`src/rtl/rr_arbiter8_if.sv`:
```
// rr_arbiter8_if
//   Request/grant bundle between the 8 clients and the round-robin arbiter.
//   req       : 8-bit request vector, one bit per client
//   gnt       : one-hot grant vector, all zero when nobody owns the resource
//   gnt_id    : encoded index of the current owner (bit n -> n), 0 when idle
//   gnt_valid : high while any grant is asserted
// Modports:
//   master : arbiter side (consumes req, drives the grant signals)
//   slave  : client side (drives req, consumes the grant signals)
interface rr_arbiter8_if;
    logic [7:0] req;
    logic [7:0] gnt;
    logic [2:0] gnt_id;
    logic       gnt_valid;

    modport master (
        input  req,
        output gnt,
        output gnt_id,
        output gnt_valid
    );

    modport slave (
        output req,
        input  gnt,
        input  gnt_id,
        input  gnt_valid
    );
endinterface

```
`src/rtl/rr_arbiter8.sv`:
```
// rr_arbiter8
//   8-requester round-robin arbiter with bounded grant hold. One owner at a
//   time; the owner keeps the resource until it drops its request, or until
//   it has held MAX_HOLD consecutive cycles while another client is waiting.
//   All outputs are registered; there is no combinational path from req.
// Ports:
//   clk   : system clock, rising-edge active
//   reset : synchronous, active-high reset
//   bus   : rr_arbiter8_if.master (req in; gnt, gnt_id, gnt_valid out)
// Parameters:
//   MAX_HOLD : max consecutive grant cycles while others wait (1..15)
module rr_arbiter8 #(
    parameter int unsigned MAX_HOLD = 4
) (
    input  logic          clk,
    input  logic          reset,
    rr_arbiter8_if.master bus
);

    localparam logic [3:0] HOLD_MAX = 4'(MAX_HOLD);

    typedef enum logic {
        IDLE,
        GRANT
    } state_t;

    state_t     state, state_n;
    logic [2:0] ptr, ptr_n;
    logic [3:0] hold_cnt, hold_n;
    logic [7:0] gnt_q, gnt_n;
    logic [2:0] id_q, id_n;
    logic       valid_q, valid_n;

    logic       grant_now;
    logic [7:0] search_mask;
    logic [2:0] search_start;
    logic [2:0] win;
    logic [7:0] owner_oh;
    logic [7:0] others;

    // First set bit of mask scanning start+1, start+2, ... (mod 8).
    // Iterating from the far end lets the nearest hit overwrite the rest.
    function automatic logic [2:0] rr_search(input logic [7:0] mask,
                                             input logic [2:0] start);
        logic [2:0] idx;
        logic [2:0] found;
        found = '0;
        for (int unsigned i = 8; i >= 1; i--) begin
            idx = start + 3'(i);
            if (mask[idx]) found = idx;
        end
        return found;
    endfunction

    assign owner_oh = 8'b0000_0001 << id_q;
    assign others   = bus.req & ~owner_oh;

    always_comb begin
        state_n      = state;
        ptr_n        = ptr;
        hold_n       = hold_cnt;
        gnt_n        = gnt_q;
        id_n         = id_q;
        valid_n      = valid_q;
        grant_now    = 1'b0;
        search_mask  = '0;
        search_start = ptr;
        win          = '0;

        case (state)
            IDLE: begin
                if (|bus.req) begin
                    grant_now    = 1'b1;
                    search_mask  = bus.req;
                    search_start = ptr;
                end else begin
                    gnt_n   = '0;
                    id_n    = '0;
                    valid_n = 1'b0;
                    hold_n  = '0;
                end
            end

            GRANT: begin
                if (!bus.req[id_q]) begin
                    // Release: hand over on the same edge if anyone else waits.
                    ptr_n = id_q;
                    if (|others) begin
                        grant_now    = 1'b1;
                        search_mask  = others;
                        search_start = id_q;
                    end else begin
                        gnt_n   = '0;
                        id_n    = '0;
                        valid_n = 1'b0;
                        hold_n  = '0;
                        state_n = IDLE;
                    end
                end else if (hold_cnt == HOLD_MAX && |others) begin
                    // Preempt: owner masked out of the search.
                    ptr_n        = id_q;
                    grant_now    = 1'b1;
                    search_mask  = others;
                    search_start = id_q;
                end else if (hold_cnt != HOLD_MAX) begin
                    hold_n = hold_cnt + 4'd1;
                end
            end

            default: state_n = IDLE;
        endcase

        if (grant_now) begin
            win     = rr_search(search_mask, search_start);
            gnt_n   = 8'b0000_0001 << win;
            id_n    = win;
            valid_n = 1'b1;
            hold_n  = 4'd1;
            state_n = GRANT;
        end
    end

    always_ff @(posedge clk) begin
        if (reset) begin
            state    <= IDLE;
            ptr      <= 3'd7;
            hold_cnt <= '0;
            gnt_q    <= '0;
            id_q     <= '0;
            valid_q  <= 1'b0;
        end else begin
            state    <= state_n;
            ptr      <= ptr_n;
            hold_cnt <= hold_n;
            gnt_q    <= gnt_n;
            id_q     <= id_n;
            valid_q  <= valid_n;
        end
    end

    assign bus.gnt       = gnt_q;
    assign bus.gnt_id    = id_q;
    assign bus.gnt_valid = valid_q;

endmodule

```
`src/flat_wrapper.sv`:
```
// flat-port wrapper written by rule: the top's interface ports become plain ports
module rr_arbiter8_flat 
#(
    parameter int unsigned MAX_HOLD = 4
)
  (clk, reset, bus_req, bus_gnt, bus_gnt_id, bus_gnt_valid);
  rr_arbiter8_if bus_i ();
  input  logic clk;
  input  logic reset;
  input wire logic [$bits(bus_i.req)-1:0] bus_req;
  output wire logic [$bits(bus_i.gnt)-1:0] bus_gnt;
  output wire logic [$bits(bus_i.gnt_id)-1:0] bus_gnt_id;
  output wire logic [$bits(bus_i.gnt_valid)-1:0] bus_gnt_valid;
  assign bus_i.req = bus_req;
  assign bus_gnt = bus_i.gnt;
  assign bus_gnt_id = bus_i.gnt_id;
  assign bus_gnt_valid = bus_i.gnt_valid;
  rr_arbiter8 #(.MAX_HOLD(MAX_HOLD)) u_core (.clk(clk), .reset(reset), .bus(bus_i));
endmodule
```
`config.mk`:
```
export PLATFORM = sky130hd
export DESIGN_NAME = rr_arbiter8_flat
export DESIGN_NICKNAME = d
export VERILOG_FILES = /design/src/rtl/rr_arbiter8_if.sv /design/src/rtl/rr_arbiter8.sv /design/src/flat_wrapper.sv
export SDC_FILE = /design/constraint.sdc
export NUM_CORES = 1
export LEC_CHECK = 0
export CORE_MARGIN = 10
export CORE_UTILIZATION = 55
export CTS_BUF_LIST = sky130_fd_sc_hd__clkbuf_8
export CTS_CLUSTER_DIAMETER = 80
export DETAILED_ROUTE_END_ITERATION = 7
export PLACE_DENSITY_LB_ADDON = 0.2
export SLEW_MARGIN = 20
export SYNTH_ARGS = -nofsm -noshare
export SYNTH_HDL_FRONTEND = slang
export SYNTH_SLANG_ARGS = --single-unit
```
`constraint.sdc`:
```
create_clock -name clk -period 5.5 [get_ports clk]
set_input_delay 0.825 -clock clk [delete_from_list [all_inputs] [get_ports clk]]
set_output_delay 0.825 -clock clk [all_outputs]
set_load 0.01 [all_outputs]
```
# Word level (Yosys, flattened, before mapping)
# Cells that the tools add are included.
# totals
ff_bits	20
latch_bits	0
ramBits	0
mem_bits_ro	0
input_bits	10
output_inout_bits	12
wordCells	115
memories	0
# op_classes
addsub	8
n_mul	0
div_mod_pow	0
order_cmp	9
eq_ne	12
n_shift	2
n_mux	67
bitwise	3
reduce_logical	7
# op_table
cell	count
$mux 8	8
$mux 3	17
$lt 3x4->1 const B	9
$pmux 8 s2	2
$bmux 1 s3	9
$mux 1	21
$mux 4	5
$reduce_or 8->1	2
$shl 1x3->8 const A	2
$ne 3x3->1 const B	5
$add 3x3->3 const B	4
$ne 4x4->1 const B	3
$pmux 3 s2	2
$and 8x8->8	1
$not 8->8	1
$pmux 4 s2	1
$reduce_and 4->1	2
$add 3x2->3 const B	2
$add 4x1->4 const B	1
$eq 4x3->1 const B	1
$ne 4x3->1 const B	1
$pmux 1 s2	2
$add 3x1->3 const B	1
$ne 3x2->1 const B	1
5 further kinds	5

# Longest topological paths before layout
# depth
word_depth	21
mapped_depth	20
ltp_nobuf	17

# Worst setup path after synthesis
# No wires, ideal clock.
# synth_timing
path_kind	in2reg
start	input port bus_req[2]
end	register u_core.gnt_q[4] (netlist: u_core.bus.gnt[4])
setup_time_ps	70
arrival_time_ps	4881
t_required_ps	5430
setup_slack_ps	549
path_stages	18
n_path_buf	3
cell_sequence	mux2_2 -> o32ai_1 -> and4_4 -> buf_4 -> nor4_1 -> a21oi_2 -> clkbuf_1 -> ha_1 -> clkbuf_1 -> inv_1 -> or4_4 -> o311ai_4 -> nand2_4 -> a221o_1 -> a221oi_2 -> o311ai_2 -> or3_1 -> a21oi_1
# synth_between
elab_chain_len	19
elab_cells_between_ends	58
# synth_lines
item	line_no	rtl
start, declared	flat_wrapper.sv:10	input wire logic [$bits(bus_i.req)-1:0] bus_req;
$and 8x8->8	rr_arbiter8.sv:56	assign others = bus.req & ~owner_oh;
$reduce_or 8->1	rr_arbiter8.sv:88, rr_arbiter8.sv:99	
$logic_and 1x1->1	rr_arbiter8.sv:99	end else if (hold_cnt == HOLD_MAX && |others) begin
$mux 3 / $mux 8 (equally long branches)	rr_arbiter8.sv:99	
$mux 3 / $mux 8 (equally long branches)	rr_arbiter8.sv:85	if (!bus.req[id_q]) begin
$pmux 3 s2 / $pmux 8 s2 (equally long branches)	rr_arbiter8.sv:70	case (state)
$add 3x3->3 / $bmux 1 s3 (equally long branches)	rr_arbiter8.sv:49, rr_arbiter8.sv:50	
$bmux 1 s3 / $mux 1 (equally long branches)	rr_arbiter8.sv:50	if (mask[idx]) found = idx;
$mux 1 (implied by the code) / $mux 3 (equally long branches)	rr_arbiter8.sv:50	
$mux 3 (7 in series)	rr_arbiter8.sv:50	
$mux 3	rr_arbiter8.sv:113	if (grant_now) begin
$shl 1x3->8	rr_arbiter8.sv:115	gnt_n = 8'b0000_0001 << win;
$mux 8	rr_arbiter8.sv:113	
end signal, assigned	rr_arbiter8.sv:135	gnt_q <= gnt_n;
end, declared	rr_arbiter8.sv:30	logic [7:0] gnt_q, gnt_n;
# Parallel ways exist; a longest one is shown, timed or not. The select of a mux whose other input is x is not followed.
# A chain may end at the register's enable or synchronous reset.

# Worst setup path after layout
# layout_timing
start	input port bus_req[4]
end	register u_core.gnt_q[1] (netlist: u_core.bus.gnt[1])
# Same word-level chain as after synthesis.

==> impl_metrics.toml <==
[timing]
fmaxAchievable_mhz = 194.2
fin_crit_sh_pct = 93.63
skew_ns = 0.001963
rsz0062_at_grt = "no"
maxSlewViolCount = 0
setup_viol = 0
holdWs_ns = 0.4622
worst_pin_slew_ns = 0.6178
fin_tns_setup_ns = 0
hold_viol_final = 0
slew_headroom_pct = 58.73
fin_ws_ns = 0.3503
fin_crit_ns = 5.150

[setup_path]
cp.arrival_ns = 5.35
r2r_setup_slack_ns = 0.59
rr_endpoint = "u_core.bus.gnt[1]"
path_common_cell = "nor2_4"
slowest_stage = "mux4_2"
start_kind = "primary input"
cp_cell_sequence = "clkdlybuf4s50_1, mux2i_1, mux4_2, nor2_4, o31a_1, nor2_4, ha_1, inv_1, or4_4, o311ai_4, o2111ai_1, a32oi_1, o311ai_0, a2bb2oi_1, nor3b_2, a32o_1"
rr_startpoint = "u_core.bus.gnt_id[0]"
critPathMaxStageDelay_ns = 0.62
rr_worst_depth = 17
cp_num_buf_inv = 2
required_ns = 5.71
path_max_fanout = 9
cp-end-kind = "flip-flop"
worstSetupPathType = "primary input to flip-flop"
crit_family = "compound AO/OA/AOI/OAI gates"

[finish]
fillers = 356
drive_gt1_share_pct = 15.69
syn_to_final_growth_pct = 14.63
layoutNonFillerInstCount = 356
insertedDiodeCount = 0
nets = 321
multi_input_area_mm2 = 0.001703
layout_commonest_cell = "nand2_1"
regArea_um2 = 400.4
mostFrequentLayoutCells = "33 x nand2_1, 21 x clkdlybuf4s50_1, 20 x nor2_1, 20 x a21oi_1, 20 x dfxtp_1"

[logic_synthesis]
synth_edf_count = 0
synth_nets = 301
syn_avg_cell_area_um2 = 7.839
ys_seq_area_share_pct = 17.80
yosysWarnings = 0
ys_seq_elements = 20
synth_cell_types = 76
syn_area_mm2 = 0.002250
synth-async-reset-ratio_pct = 0
synthFlopType = "dfxtp_1"
syn_inst = 287

[route]
num_vias = 2390
wl_met2_um = 2856
wire_per_inst_um = 17.67
drt_pass1_iterations = 5
routed.top_layer = "met4"
wl_met1_um = 2891
ant_nets = 0
met3_length_um = 440
drc_errors = 0
vias_per_cell = 6.713
drt_iter0_markers = 372
drt_wl_total_um = 6291

[placed_design]
portBuffers = 21
gp_congestion = 0.9578
pre_cts_slack_ns = 0.1622
hpwlAfterDp_um = 4811
dpl.cell_count = 352

[job]
maxCapViolCount = 0

[clock_tree]
cts_tree = "done"
cts_root_buffer = "clkbuf_8"
clk_latency_ns = 0.26
h-tree-depth = 1
hold_buffers = 0
postCtsSetupBuffers = 0
clock-sinks = 20
cts.path.max_buffers = 2
cts.clk_slew.worst_paths_ns = 0.07
numCtsBuffers = 3
cts-resized-gates = 0

[global_routing]
grt_pass1_vias = 2182
grt_pass1_wl_um = 10640
antenna_found_initial = 0
grt_max_degree = 26
grt_use_total_pct = 17.32
gr-total-overflow = 0

[power]
leakagePower_uw = 0.0009932
fin_total_pwr_uw = 1947
p_int_uw = 941.0
peakVddDrop_mv = 0.3755
power_density_mw_per_mm2 = 755.1
pwr-share-clk_pct = 7.5
combinationalPowerShare_pct = 80.8
pwr-share-seq_pct = 11.8
p_switching_uw = 1006
p_sw_share_pct = 51.68

[floorplanning]
dieArea_mm2 = 0.007048
ios = 22
placeableCoreArea_mm2 = 0.003971
start_util_pct = 56.65
fp.dieH_um = 83.96
rows = 23
die_w_um = 83.96

[min_path]
hp-class = "flip-flop to flip-flop"
hold_depth = 2
hold_path.startpoint = "u_core.bus.gnt[4]"
hold_path_end = "u_core.bus.gnt[4]"

[run_status]
status = "completed"
==> Yosys cell counts, types with 5 or more instances <==
cell type / instances / area share (%)
mux2i_1: 15 / 6.7
nor2b_1: 6 / 1.7
nor3_1: 6 / 1.3
o21ai_0: 10 / 2.2
inv_1: 8 / 1.3
o211ai_1: 5 / 1.7
a31oi_1: 5 / 1.4
nand2_1: 33 / 5.5
a21oi_1: 20 / 4.4
nor2_1: 20 / 3.3
dfxtp_1: 20 / 18
clkbuf_1: 9 / 1.5
or2_2: 5 / 1.4
nand3_1: 8 / 1.8
==> power groups by stage <==
stage               combinational [uW]  sequential (uW)  clock, uW
finish                            1570              229        146
CTS                               1550              227        148
detailed placement                1540              230          0
global placement                  1520              230          0
global route                      1720              234        154
floorplan                         1200              206          0
==> area by class of cell <==
class / instances / area share [%]
repair buffers: 33 / 11.64
well taps: 50 / 2.426
flip-flops and latches: 20 / 15.53
inverters: 11 / 1.601
clock inverters: 1 / 1.164
multi-input cells: 238 / 66.04
clock buffers: 3 / 1.601
==> worst max-delay path by stage <==
stage | from | end | slack (ns) | cells after the start
floorplan | bus_req[2] | u_core.bus.gnt[4] | 0.55 | 18
global placement | bus_req[4] | u_core.bus.gnt[3] | 0.27 | 16
global route | bus_req[6] | u_core.bus.gnt[3] | 0.12 | 16
detailed placement | bus_req[4] | u_core.bus.gnt[1] | 0.16 | 16
CTS | bus_req[4] | u_core.bus.gnt[1] | 0.41 | 16
finish | bus_req[4] | u_core.bus.gnt[1] | 0.35 | 16
==> registers in the layout (all words and copies together) (netlist names) <==
register	flops
u_core.ptr	3
u_core.hold_cnt	4
u_core.bus.gnt_valid	1
u_core.bus.gnt_id	3
u_core.bus.gnt	8
u_core.state	1
==> metal layers <==
layer	vias to the layer above	track usage, %
li1	1137	-
met1	1136	23.52
met2	106	26.97
met3	11	2.637
met4	0	5.479
met5	-	0
==> worst register-to-register path: cells and delay by family (launching register included) <==
family	cells	cell delay [ns]
compound gates	6	1.38
fa+ha+maj	1	0.29
buf+inv	3	0.53
flops	1	0.54
mux	2	0.76
simple gates	5	1.34
==> stage by stage <==
| stage | utilization, % | area (um^2) |
|---|---|---|
| 4_1_cts | 64.93 | 2579 |
| 3_3_place_gp | 63.14 | 2507 |
| 5_1_grt | 64.93 | 2579 |
| 2_1_floorplan | - | 2250 |
| 3_5_place_dp | 63.14 | 2507 |
| 6_report | 64.93 | 2579 |
==> cell families after synthesis <==
kind of cell / count (synthesis) / share of synthesized area, %
compound gates: 105 / 36.04
simple gates: 104 / 25.03
buf+inv: 29 / 6.507
mux: 21 / 10.18
flops: 20 / 17.80
xor+xnor: 4 / 2.225
fa+ha+maj: 4 / 2.225
Note: power is estimated with default switching activity, not from simulation.
